<file path="config.mk">
export PLATFORM = sky130hd
export DESIGN_NAME = ps2_key_sender
export DESIGN_NICKNAME = d
export VERILOG_FILES = /design/src/rtl/ps2_pkg.sv /design/src/rtl/ps2_frame_tx.sv /design/src/rtl/ps2_key_sender.sv
export SDC_FILE = /design/constraint.sdc
export NUM_CORES = 1
export LEC_CHECK = 0
export ABC_AREA = 1
export CAP_MARGIN = 20
export CORE_MARGIN = 5
export CORE_UTILIZATION = 63
export CTS_BUF_LIST = sky130_fd_sc_hd__clkbuf_4
export DETAILED_ROUTE_END_ITERATION = 12
export PLACE_DENSITY = 0.82
export SETUP_SLACK_MARGIN = 0.5
export SLEW_MARGIN = 20
export SYNTH_ARGS = -nofsm -noshare
export SYNTH_HDL_FRONTEND = slang
export SYNTH_SLANG_ARGS = --single-unit
export TNS_END_PERCENT = 50
</file>
<file path="constraint.sdc">
create_clock -name clk -period 2 [get_ports clk]
set_input_delay 0.4 -clock clk [delete_from_list [all_inputs] [get_ports clk]]
set_output_delay 0.4 -clock clk [all_outputs]
set_load 0.02 [all_outputs]
</file>
<file path="src/rtl/ps2_pkg.sv">
// Shared constants, sequence buffer sizing and sequencer states for the PS/2 key sender.
// PS2_PAUSE_KEY_EN widens the sequence buffer to hold the 8-byte Pause sequence.
package ps2_pkg;

    localparam logic [7:0] PS2_E0 = 8'hE0;
    localparam logic [7:0] PS2_F0 = 8'hF0;
    localparam logic [7:0] PS2_E1 = 8'hE1;

`ifdef PS2_PAUSE_KEY_EN
    localparam int SEQ_IDX_W = 3;
`else
    localparam int SEQ_IDX_W = 2;
`endif
    localparam int SEQ_SLOTS = 1 << SEQ_IDX_W;
    localparam int LEN_W     = SEQ_IDX_W + 1;

    localparam logic [7:0] PAUSE_SEQ [0:7] = '{PS2_E1, 8'h14, 8'h77, PS2_E1,
                                               PS2_F0, 8'h14, PS2_F0, 8'h77};

    typedef enum logic [2:0] {
        ST_IDLE,
        ST_LOAD,
        ST_FRAME,
        ST_GAP,
        ST_WAIT_INH
    } seq_state_t;

endpackage

</file>
<file path="src/rtl/ps2_frame_tx.sv">
// Serializes one byte as an 11-slot PS/2 device frame: start, 8 data LSB first, odd parity, stop.
// Each slot is CLK_DIV cycles with the clock released, then CLK_DIV cycles with it low.
module ps2_frame_tx #(
    parameter int CLK_DIV = 2500
) (
    input  logic       clk,
    input  logic       reset_n,
    input  logic [7:0] tx_byte,
    input  logic       start,
    input  logic       abort,
    output logic       done,
    output logic       stop_slot,
    output logic       ps2_clk,
    output logic       ps2_data
);

    localparam int HALF_W = $clog2(CLK_DIV);
    localparam logic [HALF_W-1:0] HALF_MAX = HALF_W'(CLK_DIV - 1);

    logic              active_reg;
    logic              low_reg;
    logic              ps2_clk_reg;
    logic              ps2_data_reg;
    logic [HALF_W-1:0] half_reg;
    logic [3:0]        slot_reg;
    logic [9:0]        shift_reg;
    logic              half_end;

    assign half_end  = (half_reg == HALF_MAX);
    assign done      = active_reg && low_reg && half_end && (slot_reg == 4'd10);
    assign stop_slot = active_reg && (slot_reg == 4'd10);
    assign ps2_clk   = ps2_clk_reg;
    assign ps2_data  = ps2_data_reg;

    always_ff @(posedge clk or negedge reset_n) begin
        if (!reset_n) begin
            active_reg   <= 1'b0;
            low_reg      <= 1'b0;
            half_reg     <= '0;
            slot_reg     <= '0;
            shift_reg    <= '0;
            ps2_clk_reg  <= 1'b1;
            ps2_data_reg <= 1'b1;
        end else if (abort) begin
            active_reg   <= 1'b0;
            low_reg      <= 1'b0;
            half_reg     <= '0;
            slot_reg     <= '0;
            ps2_clk_reg  <= 1'b1;
            ps2_data_reg <= 1'b1;
        end else if (start) begin
            // Start bit goes out immediately; the shifter holds data, parity and stop.
            active_reg   <= 1'b1;
            low_reg      <= 1'b0;
            half_reg     <= '0;
            slot_reg     <= '0;
            shift_reg    <= {1'b1, ~^tx_byte, tx_byte};
            ps2_clk_reg  <= 1'b1;
            ps2_data_reg <= 1'b0;
        end else if (active_reg) begin
            if (!half_end) begin
                half_reg <= half_reg + 1'b1;
            end else begin
                half_reg <= '0;
                if (!low_reg) begin
                    low_reg     <= 1'b1;
                    ps2_clk_reg <= 1'b0;
                end else begin
                    low_reg     <= 1'b0;
                    ps2_clk_reg <= 1'b1;
                    if (slot_reg == 4'd10) begin
                        active_reg   <= 1'b0;
                        slot_reg     <= '0;
                        ps2_data_reg <= 1'b1;
                    end else begin
                        slot_reg     <= slot_reg + 4'd1;
                        ps2_data_reg <= shift_reg[0];
                        shift_reg    <= {1'b1, shift_reg[9:1]};
                    end
                end
            end
        end
    end

endmodule

</file>
<file path="src/rtl/ps2_key_sender.sv">
// Expands a raw set-2 key event into its E0/F0 byte sequence and sends it frame by frame,
// yielding to host inhibit. Define PS2_PAUSE_KEY_EN to map 9'h1FF onto the Pause sequence.
module ps2_key_sender
    import ps2_pkg::*;
#(
    parameter int CLK_DIV = 2500
) (
    input  logic       clk,
    input  logic       reset_n,
    input  logic [8:0] key_code,
    input  logic       key_break,
    input  logic       key_valid,
    output logic       key_ready,
    input  logic       host_inhibit,
    output logic       ps2_clk,
    output logic       ps2_data,
    output logic       busy
);

    localparam int GAP_W = $clog2(2 * CLK_DIV);
    localparam logic [GAP_W-1:0] GAP_MAX = GAP_W'(2 * CLK_DIV - 1);

    seq_state_t       state_reg;
    logic [7:0]       seq_reg  [0:SEQ_SLOTS-1];
    logic [7:0]       seq_next [0:SEQ_SLOTS-1];
    logic [LEN_W-1:0] len_reg;
    logic [LEN_W-1:0] len_next;
    logic [LEN_W-1:0] idx_reg;
    logic [GAP_W-1:0] gap_reg;
    logic             key_ready_reg;
    logic             accept;
    logic             gap_end;
    logic             more;
    logic             tx_start;
    logic             tx_abort;
    logic             tx_done;
    logic             tx_stop_slot;
    logic [7:0]       tx_byte;

    assign accept    = key_valid && key_ready_reg;
    assign gap_end   = (state_reg == ST_GAP) && (gap_reg == GAP_MAX);
    assign more      = (idx_reg != len_reg);
    assign key_ready = key_ready_reg;
    assign busy      = ~key_ready_reg;

    always_comb begin
        seq_next = '{default: 8'h00};
        len_next = '0;
`ifdef PS2_PAUSE_KEY_EN
        if (key_code == 9'h1FF) begin
            // A Pause break has no bytes; it still passes through LOAD to stay busy one cycle.
            if (!key_break) begin
                for (int i = 0; i < 8; i++) begin
                    seq_next[i] = PAUSE_SEQ[i];
                end
                len_next = LEN_W'(8);
            end
        end else
`endif
        if (key_code[8] && key_break) begin
            seq_next[0] = PS2_E0;
            seq_next[1] = PS2_F0;
            seq_next[2] = key_code[7:0];
            len_next    = LEN_W'(3);
        end else if (key_code[8]) begin
            seq_next[0] = PS2_E0;
            seq_next[1] = key_code[7:0];
            len_next    = LEN_W'(2);
        end else if (key_break) begin
            seq_next[0] = PS2_F0;
            seq_next[1] = key_code[7:0];
            len_next    = LEN_W'(2);
        end else begin
            seq_next[0] = key_code[7:0];
            len_next    = LEN_W'(1);
        end
    end

    // The first byte is taken straight from the decoder so the start bit leaves on T+1.
    always_comb begin
        tx_start = 1'b0;
        tx_abort = 1'b0;
        tx_byte  = seq_reg[idx_reg[SEQ_IDX_W-1:0]];
        case (state_reg)
            ST_IDLE: begin
                tx_byte  = seq_next[0];
                tx_start = accept && (len_next != '0) && !host_inhibit;
            end
            ST_LOAD:     tx_start = more && !host_inhibit;
            ST_FRAME:    tx_abort = host_inhibit && !tx_stop_slot;
            ST_GAP:      tx_start = gap_end && more && !host_inhibit;
            ST_WAIT_INH: tx_start = !host_inhibit;
            default:     tx_start = 1'b0;
        endcase
    end

    always_ff @(posedge clk or negedge reset_n) begin
        if (!reset_n) begin
            state_reg     <= ST_IDLE;
            seq_reg       <= '{default: 8'h00};
            len_reg       <= '0;
            idx_reg       <= '0;
            gap_reg       <= '0;
            key_ready_reg <= 1'b1;
        end else begin
            case (state_reg)
                ST_IDLE: begin
                    if (accept) begin
                        seq_reg       <= seq_next;
                        len_reg       <= len_next;
                        idx_reg       <= '0;
                        key_ready_reg <= 1'b0;
                        if (len_next == '0)    state_reg <= ST_LOAD;
                        else if (host_inhibit) state_reg <= ST_WAIT_INH;
                        else                   state_reg <= ST_FRAME;
                    end
                end
                ST_LOAD: begin
                    if (!more) begin
                        state_reg     <= ST_IDLE;
                        key_ready_reg <= 1'b1;
                    end else if (host_inhibit) begin
                        state_reg <= ST_WAIT_INH;
                    end else begin
                        state_reg <= ST_FRAME;
                    end
                end
                ST_FRAME: begin
                    // An aborted byte keeps its index so the retry resends it whole.
                    if (tx_abort) begin
                        state_reg <= ST_WAIT_INH;
                    end else if (tx_done) begin
                        state_reg <= ST_GAP;
                        gap_reg   <= '0;
                        idx_reg   <= idx_reg + 1'b1;
                    end
                end
                ST_GAP: begin
                    if (gap_end) begin
                        gap_reg <= '0;
                        if (!more) begin
                            state_reg     <= ST_IDLE;
                            key_ready_reg <= 1'b1;
                        end else if (host_inhibit) begin
                            state_reg <= ST_WAIT_INH;
                        end else begin
                            state_reg <= ST_FRAME;
                        end
                    end else begin
                        gap_reg <= gap_reg + 1'b1;
                    end
                end
                ST_WAIT_INH: begin
                    if (!host_inhibit) state_reg <= ST_FRAME;
                end
                default: state_reg <= ST_IDLE;
            endcase
        end
    end

    ps2_frame_tx #(
        .CLK_DIV(CLK_DIV)
    ) u_frame_tx (
        .clk       (clk),
        .reset_n   (reset_n),
        .tx_byte   (tx_byte),
        .start     (tx_start),
        .abort     (tx_abort),
        .done      (tx_done),
        .stop_slot (tx_stop_slot),
        .ps2_clk   (ps2_clk),
        .ps2_data  (ps2_data)
    );

endmodule

</file>
---- Yosys cells after proc, flatten, opt, wreduce, memory -nomap -nowiden ----
Index checks and enable logic that the tools add are counted.
Widths: inputs -> output; s select.
storage, ports and cells
  register bits ........................... 77
  input port bits ......................... 14
  output and inout port bits .............. 4
  word-level logic and storage cells ...... 146
cells by class
  add/sub/neg operators ................... 4
  order comparisons ....................... 1
  equal/unequal tests ..................... 15
  mux-type cells .......................... 72
  bitwise gates (word level) .............. 3
  reduce and logical (&&, ||, !) cells .... 36
operator list
  kind                   number
  $mux 10                5
  $mux 12                4
  $mux 8                 6
  $mux 13                3
  $mux 3                 11
  $mux 16                2
  $mux 1                 26
  $pmux 13 s2            1
  $mux 4                 6
  $bmux 8 s2             1
  $pmux 3 s5             1
  $reduce_bool 3->1      5
  $add 13x1->13 const B  1
  $eq 13x13->1 const B   1
  $logic_and 1x1->1      13
  $add 12x1->12 const B  1
  $eq 12x12->1 const B   1
  $ne 2x2->1 const B     6
  $reduce_bool 2->1      5
  $reduce_and 3->1       3
  $reduce_and 4->1       2
  $reduce_xnor 8->1      1
  $eq 3x2->1 const B     2
  $logic_not 3->1        2
  other kinds (17)       22

---- Logic depth before layout (Yosys ltp) ----
  depth in word-level cells ............... 9
  mapped depth ............................ 17
  mapped depth without buffers ............ 15

---- Hierarchy ----
From an unflattened synthesis, not the netlist that was laid out.
second synthesis, totals
  cells, all modules ...................... 627
  area total of the unflattened synthesis .. 4,573.1 um^2
modules (own cells, without submodules)
  module          times used  cells each  area an instance (um^2)  sequential area each (um^2)
  ps2_key_sender  1           376         2,767.7                  1,152.4
  ps2_frame_tx    1           251         1,805.5                  753.2

---- Worst setup path before layout ----
Ideal clock, no wire load.
  kind .................................... register to register
  start ................................... register u_frame_tx.slot_reg[0]
  end ..................................... register u_frame_tx.half_reg[10]
  library setup time ...................... 0.120 ns
  arrival ................................. 1.687 ns
  required time ........................... 1.880 ns
  setup slack ............................. 0.193 ns
  stages on the path, launching flop included .. 13
  buffers on the path ..................... 1
  path through ............................ dfrtp_1 inv_1 ha_1 nand3_1 o21ai_2 nor2_4 inv_2 nand2_4 inv_4 nand2_4 buf_6 nand2_2 o21ai_2
between the ends
  longest elaborated chain between the ends .. 6
  elaborated cells between the ends (all ways) .. 7
ends and longest elaborated chain
  element                                                               RTL line              source
  start, declared                                                       ps2_frame_tx.sv:25    logic [3:0] slot_reg;
  start signal, assigned                                                ps2_frame_tx.sv:76    slot_reg <= slot_reg + 4'd1;
  $eq 4x4->1 (*)                                                        ps2_frame_tx.sv:31    assign stop_slot = active_reg && (slot_reg == 4'd10);
  $logic_and 1x1->1 (*)                                                 ps2_frame_tx.sv:31
  $logic_not 1->1 (*)                                                   ps2_key_sender.sv:90  ST_FRAME: tx_abort = host_inhibit && !tx_stop_slot;
  $logic_and 1x1->1 (*)                                                 ps2_key_sender.sv:90
  $mux 1 (*)                                                            ps2_key_sender.sv:84  case (state_reg)
  $reduce_bool 3->1 (no source line) / $mux 12 (equally long branches)  --
  end signal, assigned                                                  ps2_frame_tx.sv:62    half_reg <= half_reg + 1'b1;
  end, declared                                                         ps2_frame_tx.sv:24    logic [HALF_W-1:0] half_reg;
Every way passes the cells marked *; elsewhere a longest branch is shown, timed or not.
A chain may end at the register's enable or synchronous reset.

---- Worst setup path after layout ----
  start ................................... register gap_reg[10]
  end ..................................... register u_frame_tx.shift_reg[8]
between the ends
  longest elaborated chain between the ends .. 7
  elaborated cells between the ends (all ways) .. 11
ends and longest elaborated chain
  element                                                                  RTL line               source
  start, declared                                                          ps2_key_sender.sv:29   logic [GAP_W-1:0] gap_reg;
  start signal, assigned                                                   ps2_key_sender.sv:150  gap_reg <= gap_reg + 1'b1;
  $eq 13x13->1 (*)                                                         ps2_key_sender.sv:41   assign gap_end = (state_reg == ST_GAP) && (gap_reg == GAP_MAX);
  $logic_and 1x1->1 (*)                                                    ps2_key_sender.sv:41
  $logic_and 1x1->1 (*) (2 in a row)                                       ps2_key_sender.sv:91   ST_GAP: tx_start = gap_end && more && !host_inhibit;
  $pmux 1 s4 (*)                                                           ps2_key_sender.sv:84
  $ne 2x2->1 (no source line) / $reduce_bool 2->1 (equally long branches)  --
  $reduce_and 5->1 (no source line)                                        --
  end signal, assigned                                                     ps2_frame_tx.sv:57     shift_reg <= {1'b1, ~^tx_byte, tx_byte};
  end signal, assigned                                                     ps2_frame_tx.sv:78     shift_reg <= {1'b1, shift_reg[9:1]};
  end, declared                                                            ps2_frame_tx.sv:26     logic [9:0] shift_reg;
Marked as above.

==> impl_metrics.toml <==
[synth]
postSynthNetCount = 662
synth_compound_gate_area_share = 0.104
ys.warnings.count = 0
synth.ff_latch_count = 76
synth-seq-area-share = 0.409
synth_adder_area_share = 0.0188
post_synth_and_or_nand_nor_area_fraction = 0.353
post_synth_inst_count = 641
post_synth_xor_area_fraction = 0.0301
synth.lib_cells_used.distinct = 40
yosys-mux-area-fraction = 0
post_synth_instance_area_sq_um = 4660
synth_top_family_by_area = "simple AND/OR/NAND/NOR gates"
synth_area_per_cell_sq_um = 7.26

[job]
maxCapViolCount = 0

[floorplan]
start_util = 0.645
die-height_um = 96.0
coreArea_sq_um = 7210
die_area_sq_um = 9210
fp_rows = 31
dieWidth_um = 96.0
num_io_pins = 18

[worst_setup_path]
crit_required_ps = 2380
timing_worst_setup_path_type = "flop to flop"
timing.critical_path.cells = "inv_1 -> nand2_1 -> nor3_2 -> nand4_1 -> nand2_2 -> nand2_2 -> nand2_2 -> nand2_4 -> nand2_2 -> nand2_4 -> buf_6 -> nor2_4 -> nand2_1 -> nand2_1"
worst_path_dominant_cell_family = "simple AND/OR/NAND/NOR gates"
regToRegSetupSlack_ps = -160
critPathCaptureType = "flop"
maximum_single_stage_delay_on_the_critical_path_ps = 430
critical_path_peak_fanout = 4
cp_num_buf_inv = 2
kind_of_start_point_of_the_critical_path = "flop"
cpMostUsedCell = "sky130_fd_sc_hd__nand2_2"
critPathArrivalTime_ps = 2540
critical_path.slowest_cell = "sky130_fd_sc_hd__dfrtp_1"

[drt]
drt_iter0_drc = 645
route.detailed.drc = 0
remaining_antenna_violation_count_after_routing = 0
wl_per_cell_um = 18.6
firstDrtPassIters = 5
detail_route.vias_per_cell = 6.19
finalWirelength_um = 15700
vias = 5212

[placement]
place.detailed.hpwl_um = 8040
post-place-cells = 786
placement.setup.worst_slack_ps = -306
numPortBuffers = 17
gp_routability_congestion = 0.903
placement.cell_area_sq_um = 5260

[grt]
global_route.overflow_total = 0
grt_pass1_wl_um = 22000
antenna_found_initial = 0
first_global_vias = 4847
grt_max_degree = 45
global_route.usage.total = 0.304

[power_and_ir_drop]
overall_power_of_the_completed_layout_mw = 8.57
power.density_cell_area_nw_per_um2 = 1380
irDropWorstVdd_v = 0.000867
power.leakage_nw = 2.99

[sta]
tns_setup_ps = -1200
grt_setup_unrepaired = "true"
worstMarginPinSlew_ps = 467
clock.fmax_mhz = 462
finalSetupViolations = 23
relSlewSlack = 0.689
finalWorstSetupSlack_ps = -163
hold_violations = 0
clock-skew-final_ps = 22.9
final-max-slew-violation-count = 0
final.period_utilization = 1.08
layout_min_cycle_time_ps = 2160

[cells_and_area]
finalNetCount = 759
instances_no_fill = 842
syn2layout_area_growth_pct = 33.5
final_design_area_no_fill_sq_um = 6220
max_ffs_per_register = 24
share_of_final_layout_standard_cells_stronger_than_drive_strength_1 = 0.310
insertedDiodeCount = 0

[outcome]
outcome = "finished, violations left"
violations = "setup timing"

[worst_hold_path]
hold_path.class = "input port to async pin"

[clock_tree]
clkLatencyLatePin_ps = 440
cts_made_buffers = 9
clock_tree_from_tritoncts = "yes"
clkTransAtPathRegs_ps = 130
clockRootBuffer = "sky130_fd_sc_hd__clkbuf_4"
numClockSinks = 76
cts-htree-levels = 3
cts_buffer_depth = 2
through the flow:
stage                util  hold WS, ps
floorplan               -          104
global placement    0.730          371
detailed placement  0.730          380
CTS                 0.807          451
global route        0.862          455
finish              0.862          435
cell type report:
type | instances | area (sq um)
multi-input combinational | 473 | 2740
sequential | 76 | 1910
fill | 383 | 998
timing repair buffer | 104 | 933
inverter | 74 | 320
tap | 99 | 124
clock inverter | 6 | 113
clock buffer | 10 | 75.1
synthesized netlist by cell type (all sizes together):
cell | number | area [sq um]
o21a | 1 | 7.51
buf | 16 | 104
dfstp | 3 | 78.8
nand2 | 220 | 868
ha | 7 | 87.6
inv | 74 | 280
a21oi | 15 | 78.8
nand3 | 50 | 263
or2 | 4 | 25.0
xnor2 | 2 | 17.5
dfrtp | 73 | 1830
a21boi | 1 | 7.51
xor2 | 14 | 123
o211ai | 1 | 7.51
nor4 | 3 | 40.0
nand4 | 25 | 163
clkbuf | 3 | 11.3
nor2 | 42 | 180
o22ai | 2 | 12.5
o2111ai | 1 | 8.76
nor3 | 20 | 105
o31ai | 4 | 30.0
o21ai | 60 | 330
routing by layer:
| metal | GRT usage | vias up | share of wire |
|---|---|---|---|
| met2 | 0.517 | 392 | 0.48 |
| li1 | - | 2288 | - |
| met1 | 0.359 | 2399 | 0.35 |
| met5 | 0 | - | 0 |
| met4 | 0.150 | 0 | 0.078 |
| met3 | 0.0727 | 133 | 0.091 |
what timing repair did:
item	in CTS	in global routing
hold endpoints to repair	31	0
buffers inserted	21	17
pin swaps	21	17
hold buffers	1	0
gates cloned	1	0
setup endpoints to repair	80	80
resized for setup	75	73
path summary, 6_finish.rpt:
check                                   start                       to  cells past startpoint
max                               gap_reg[10]  u_frame_tx.shift_reg[8]                     14
min in group clk           u_frame_tx.ps2_clk       u_frame_tx.ps2_clk                      2
max in group asynchronous             reset_n      u_frame_tx.ps2_data                      3
max reg2reg                       gap_reg[10]  u_frame_tx.shift_reg[8]                     14
min reg2reg                u_frame_tx.ps2_clk       u_frame_tx.ps2_clk                      2
min                                   reset_n               gap_reg[8]                      2
placed cells by master, fill, tap and decap left out, types with 3 or more instances in the layout:
cell type                         count
sky130_fd_sc_hd__nand2_1            185
sky130_fd_sc_hd__dfrtp_1             71
sky130_fd_sc_hd__buf_4               68
sky130_fd_sc_hd__inv_1               54
sky130_fd_sc_hd__nand3_1             38
sky130_fd_sc_hd__o21ai_0             33
sky130_fd_sc_hd__nor2_1              30
sky130_fd_sc_hd__nand2_2             26
sky130_fd_sc_hd__nand4_1             24
sky130_fd_sc_hd__buf_6               17
sky130_fd_sc_hd__xor2_1              14
sky130_fd_sc_hd__o21ai_2             14
sky130_fd_sc_hd__a21oi_1             12
sky130_fd_sc_hd__nor3_1              12
sky130_fd_sc_hd__o21ai_1             12
sky130_fd_sc_hd__inv_2               10
sky130_fd_sc_hd__clkbuf_4            10
sky130_fd_sc_hd__clkdlybuf4s50_1     10
sky130_fd_sc_hd__nand3_2              9
sky130_fd_sc_hd__nand2_4              8
sky130_fd_sc_hd__nor3_2               7
sky130_fd_sc_hd__nor2_2               6
sky130_fd_sc_hd__nor2_4               6
sky130_fd_sc_hd__inv_4                5
sky130_fd_sc_hd__buf_12               4
sky130_fd_sc_hd__nand3_4              3
sky130_fd_sc_hd__or2_2                3
sky130_fd_sc_hd__inv_6                3
sky130_fd_sc_hd__o31ai_1              3
sky130_fd_sc_hd__ha_4                 3
sky130_fd_sc_hd__bufinv_16            3
sky130_fd_sc_hd__dlygate4sd2_1        3
sky130_fd_sc_hd__dfstp_2              3
power breakdown:
| group | switching (mW) | total, mW | internal (mW) |
|---|---|---|---|
| clock | 0.575 | 1.22 | 0.649 |
| sequential | 0.413 | 2.44 | 2.03 |
| combinational | 2.92 | 4.91 | 1.98 |
| total | 3.91 | 8.57 | 4.66 |
kinds of logic (layout without fill, tap and decap cells):
family | Yosys count | in the layout
AO/OA/AOI/OAI | 85 | 85
XOR/XNOR | 16 | 16
AND/OR/NAND/NOR | 364 | 365
buffers and inverters | 93 | 194
flip-flops | 76 | 76
adder cells (fa/ha/maj) | 7 | 7
Power figures use the tool's default switching activity.
